### src/rtl/instruction_fetch_if.sv
// Instruction-memory request/response bus between the fetch stage (master) and memory (slave).
interface instruction_fetch_if;
  localparam int unsigned ADDR_W = 64;
  localparam int unsigned DATA_W = 32;

  logic              oIMemReq;
  logic [ADDR_W-1:0] oIMemAddr;
  logic              iIMemReady;
  logic              iIMemValid;
  logic [DATA_W-1:0] iIMemData;

  modport master (
    output oIMemReq,
    output oIMemAddr,
    input  iIMemReady,
    input  iIMemValid,
    input  iIMemData
  );

  modport slave (
    input  oIMemReq,
    input  oIMemAddr,
    output iIMemReady,
    output iIMemValid,
    output iIMemData
  );
endinterface

### src/rtl/instruction_fetch.sv
// Single-outstanding instruction fetch stage: request, await data, present to decode,
// then advance sequentially or by branch; flushes discard any in-flight response.
module instruction_fetch #(
  parameter logic [63:0] RESET_PC = 64'h0
) (
  input  logic                iCLK,
  input  logic                iRST,
  input  logic                iStall,
  input  logic                iBranch,
  input  logic [63:0]         iBranchOffset,
  input  logic                iFlush,
  input  logic [63:0]         iFlushPC,
  instruction_fetch_if.master imem,
  output logic [31:0]         oInstruction,
  output logic [63:0]         oPC,
  output logic                oValid
);

  localparam int unsigned ADDR_W = 64;
  localparam int unsigned INSTR_W = 32;
  localparam logic [ADDR_W-1:0] WORD_MASK = ~ADDR_W'(3);
  localparam logic [ADDR_W-1:0] RESET_PC_AL = RESET_PC & WORD_MASK;

  typedef enum logic [1:0] {
    S_FETCH = 2'd0,
    S_WAIT  = 2'd1,
    S_HOLD  = 2'd2,
    S_DROP  = 2'd3
  } state_e;

  state_e               state_q;
  logic [ADDR_W-1:0]    fpc_q;
  logic [ADDR_W-1:0]    pc_q;
  logic [INSTR_W-1:0]   instr_q;

  logic [ADDR_W-1:0]    flush_pc_c;
  logic [ADDR_W-1:0]    next_pc_c;

  assign flush_pc_c = iFlushPC & WORD_MASK;
  assign next_pc_c  = pc_q + (iBranch ? (iBranchOffset << 2) : ADDR_W'(4));

  // Request/valid are gated by reset so they drop in the same cycle reset is raised.
  assign imem.oIMemReq  = (state_q == S_FETCH) && !iRST;
  assign imem.oIMemAddr = fpc_q;
  assign oValid         = (state_q == S_HOLD) && !iRST;
  assign oPC            = pc_q;
  assign oInstruction   = instr_q;

  always_ff @(posedge iCLK) begin
    if (iRST) begin
      state_q <= S_FETCH;
      fpc_q   <= RESET_PC_AL;
      pc_q    <= RESET_PC_AL;
      instr_q <= '0;
    end else if (iFlush) begin
      fpc_q <= flush_pc_c;
      // A response still owed by memory must be swallowed before fetching again.
      if ((state_q == S_WAIT && !imem.iIMemValid) || state_q == S_DROP) begin
        state_q <= S_DROP;
      end else begin
        state_q <= S_FETCH;
      end
    end else begin
      unique case (state_q)
        S_FETCH: begin
          if (imem.iIMemReady) begin
            state_q <= S_WAIT;
          end
        end
        S_WAIT: begin
          if (imem.iIMemValid) begin
            instr_q <= imem.iIMemData;
            pc_q    <= fpc_q;
            state_q <= S_HOLD;
          end
        end
        S_HOLD: begin
          if (!iStall) begin
            fpc_q   <= next_pc_c;
            state_q <= S_FETCH;
          end
        end
        S_DROP: begin
          if (imem.iIMemValid) begin
            state_q <= S_FETCH;
          end
        end
        default: state_q <= S_FETCH;
      endcase
    end
  end

endmodule

### src/flat_wrapper.sv
// flat-port wrapper written by rule: the top's interface ports become plain ports
module instruction_fetch_flat 
#(
  parameter logic [63:0] RESET_PC = 64'h0
)
  (iCLK, iRST, iStall, iBranch, iBranchOffset, iFlush, iFlushPC, oInstruction, oPC, oValid, imem_oIMemReq, imem_oIMemAddr, imem_iIMemReady, imem_iIMemValid, imem_iIMemData);
  instruction_fetch_if imem_i ();
  input  logic iCLK;
  input  logic iRST;
  input  logic iStall;
  input  logic iBranch;
  input  logic [63:0] iBranchOffset;
  input  logic iFlush;
  input  logic [63:0] iFlushPC;
  output logic [31:0] oInstruction;
  output logic [63:0] oPC;
  output logic oValid;
  output wire logic [$bits(imem_i.oIMemReq)-1:0] imem_oIMemReq;
  output wire logic [$bits(imem_i.oIMemAddr)-1:0] imem_oIMemAddr;
  input wire logic [$bits(imem_i.iIMemReady)-1:0] imem_iIMemReady;
  input wire logic [$bits(imem_i.iIMemValid)-1:0] imem_iIMemValid;
  input wire logic [$bits(imem_i.iIMemData)-1:0] imem_iIMemData;
  assign imem_oIMemReq = imem_i.oIMemReq;
  assign imem_oIMemAddr = imem_i.oIMemAddr;
  assign imem_i.iIMemReady = imem_iIMemReady;
  assign imem_i.iIMemValid = imem_iIMemValid;
  assign imem_i.iIMemData = imem_iIMemData;
  instruction_fetch #(.RESET_PC(RESET_PC)) u_core (.iCLK(iCLK), .iRST(iRST), .iStall(iStall), .iBranch(iBranch), .iBranchOffset(iBranchOffset), .iFlush(iFlush), .iFlushPC(iFlushPC), .imem(imem_i), .oInstruction(oInstruction), .oPC(oPC), .oValid(oValid));
endmodule
### config.mk
export PLATFORM = sky130hd
export DESIGN_NAME = instruction_fetch_flat
export DESIGN_NICKNAME = d
export VERILOG_FILES = /design/src/rtl/instruction_fetch_if.sv /design/src/rtl/instruction_fetch.sv /design/src/flat_wrapper.sv
export SDC_FILE = /design/constraint.sdc
export NUM_CORES = 1
export LEC_CHECK = 0
export CAP_MARGIN = 20
export CORE_AREA = 3 3 146 148
export DETAILED_ROUTE_END_ITERATION = 8
export DIE_AREA = 0 0 149 151
export PLACE_DENSITY = 0.92
export SLEW_MARGIN = 20
export SYNTH_ARGS = -nofsm -noshare
export SYNTH_HDL_FRONTEND = slang
export SYNTH_SLANG_ARGS = --single-unit
export TNS_END_PERCENT = 5
### constraint.sdc
create_clock -name iCLK -period 13.9 [get_ports iCLK]
set_input_delay 4.17 -clock iCLK [delete_from_list [all_inputs] [get_ports iCLK]]
set_output_delay 4.17 -clock iCLK [all_outputs]
set_load 0.05 [all_outputs]
==> impl_summary.md <==
Outcome
The flow ran to the end, and the final reports show no timing, DRC or antenna violations.

Power
Power spread over the standard cell area amounts to 86.3 nW/um^2. In this run the static leakage power is 5.50 nW. VDD sags by at most 0.101 mV. The completed layout was analyzed and its total power is 1.22 mW.

STA
Derived from the worst setup path, the maximum achievable clock frequency is 101 MHz. At the pin with the least slew margin, the transition time is approximately 1 ns. The clock period minus worst slack is around 10 ns. The worst clock skew is around 0.015 ns. The number of setup violations in the final report is 0. The remaining max-slew budget at the tightest pin is 33.1%. Setup repair after global routing left no endpoint under its margin. The sum of negative setup slack is 0 ns.

The max-slew violation count is 0. The portion of the clock cycle consumed by the worst path in the final layout is 71.0%. The final number of hold-violating endpoints was 0.

Clock network
TritonCTS built the clock tree. The H-tree depth reported by CTS is 4. The maximum root-to-sink buffer count is 2. The clock latency on the worst-skew pair is 0.44 ns. In this run the clock root is driven by a clkbuf_16.

Counting every sink on the clock net gives between 150 and 200. The number of buffers added to fix hold violations after cts is 0. The number of gates resized after cts is 0. Buffers added to address setup during post-CTS repair amount to 0. The clock transition at the register clock pins on the worst setup and hold paths after CTS is roughly 0.070 ns. The number of buffers created by CTS is 17.

Global route
The maximum number of pins on one net before global-route repair is slightly below 100. The wire length of the first global-routing pass is 56400 um. The initial antenna violation count is 2. The number of global-route vias before repair is 10800. The global router's overall resource usage is 31.0%.

The global route total overflow is 0.

Detailed routing
Across all layers, the routed design uses 11300 vias. For this run, design rule violations remaining after detail routing come to 0. The first-pass iteration count of the detailed router is 5. In the final routed layout, each cell accounts on average for between 15 and 20 um. The number of violations reported at the end of detailed-routing iteration 0 is 824. Once detail routing completed, the nets flagged for antenna violations numbered 0. Summed over all layers, the routed wires come to 36200 um. Using the TritonRoute via totals, the vias-per-cell ratio works out to 5.82.

Yosys
A synthesized cell averages ~7.3 um^2. The most frequently used flop master after synthesis is dfxtp_1. The cell count after synthesis came out at about 1400. The share of synthesized area occupied by flip-flops and latches is about a third.

In this run, distinct cell masters in the synthesized netlist total 67. The net count after synthesis is 1636. The post-synth design cell area is 10200 um^2. The total of warnings raised by yosys is 0.

The number of synthesized flops with an enable pin is 0. Synthesis inferred 162 register bits. The share of flip-flops with an asynchronous set or reset is 0%.

Floorplan
For this configuration, the core starts out at a cell density of 50.6%. Row generation in the floorplan step produced 52 rows. The floorplan die area is 22500 um^2. The top-level port count is 329. In this run the horizontal extent of the chip is 149 um. The die height is 151 um. In this run the standard cell core region covers 20200 um^2.

Setup path
The critical path launch point type is a primary input. The kind of end point of the critical path is a primary output. The slowest stage of the critical path is the clkdlybuf4s50_1 cell. The critical path arrival is 5.70 ns. Traced cell by cell, the critical path runs through buf_4, nor2_1, clkdlybuf4s50_1.

The largest stage delay on the critical path is 0.76 ns. For the worst setup path, the data required time is 9.73 ns. Along the worst path, the maximum fanout reaches 78. The type of the worst setup path is primary input to primary output.

Place
The weighted congestion reported at the end of routability-driven placement is 0.948. The number of buffers inserted by port buffering is 324. The detailed-placement wirelength estimate is 26100 um. The cell count after placement is 1914. Summing all placed instances gives a cell area of 13500 um^2.

Final layout
The layout net count is 1892. The design area is about 14000 um^2. In the layout the commonest cells are clkdlybuf4s50_1 (321), nand2_1 (306), a21oi_1 (235). The most common library cell in the layout ignoring fill and taps is clkdlybuf4s50_1. The area growth from synthesis to layout is 38.2%. The share of final-layout standard cells stronger than drive strength 1 is 3.70%. The final non-filler cell total is 1947.

Worst hold path
The path class of the tightest hold or removal check is flop to flop.

Run
Max-cap violations in this run came to 0.
==> cells in the mapped netlist, types with 15 or more instances <==
cell | count | area, um^2
nand2_1 | 307 | 1150
a21oi_1 | 235 | 1180
dfxtp_1 | 162 | 3240
nor2_1 | 92 | 345
clkbuf_1 | 76 | 285
and2_1 | 63 | 394
ha_1 | 61 | 763
o21ai_0 | 54 | 270
a21o_1 | 36 | 270
inv_1 | 30 | 113
xnor2_1 | 28 | 245
xor2_1 | 24 | 210
nand4_1 | 18 | 113
o21bai_1 | 18 | 135
nand3_1 | 15 | 75.1
==> worst max-delay path: cells and delay by family <==
kind	cells	cell delay, ns
buffers and inverters	2	1.38
AND/OR/NAND/NOR	1	0.12
==> worst paths after layout <==
path	cells after the start	slack (ns)	end	start
hold reg to reg	2	0.45	u_core.oInstruction[13]	u_core.oInstruction[13]
setup / recovery	3	4.03	oValid	iRST
hold / removal	2	0.45	u_core.oInstruction[13]	u_core.oInstruction[13]
setup reg to reg	14	10.11	u_core.imem.oIMemAddr[52]	u_core.oPC[2]
==> through the flow <==
step | setup WS [ns] | hold slack (ns) | utilization [%]
floorplan | 4.12 | 0.537 | -
global placement | 4.02 | 0.441 | 66.9
detailed placement | 4.02 | 0.448 | 66.9
CTS | 4.02 | 0.456 | 69.9
global route | 3.95 | 0.484 | 69.9
finish | 4.03 | 0.454 | 69.9
==> sequential cells by signal, summed over array words and instances (netlist names) <==
register and cells:
u_core.oInstruction 32, u_core.state_q 2, u_core.imem.oIMemAddr 64, u_core.oPC 64
==> report_power, final <==
part           switching (mW)  leakage (nW)  internal, mW
registers              0.0123          1.32         0.478
clock network           0.239         0.300         0.260
logic                   0.130          3.88        0.0971
==> cell families (layout without fill, tap and decap cells) <==
kind of cell	count (synthesis)	after routing	synth area share, %
other	0	1	0
buffers and inverters	125	394	4.65
and+or+nand+nor	559	559	24.4
AOI/OAI and AO/OA	438	438	26.2
DFF	162	162	31.8
muxes	9	9	0.883
adders and majority gates	62	62	7.68
xor gates and xnor gates	52	52	4.46
==> cell type report <==
cell class	instances	area [um^2]
well taps	270	338
inverters	31	116
flip-flops and latches	162	3240
diodes	1	2.50
multi-input cells	1120	6510
fillers	1601	6060
clock inverters	15	183
repair buffers	331	3290
clock buffers	17	425
==> routing by layer <==
layer	GRT usage, %	part of all wire (%)
met1	37.8	40
met2	52.9	48
met3	8.68	9.7
met4	10.7	2.6
met5	0	0.036
Note: power is estimated with default switching activity, not from simulation.
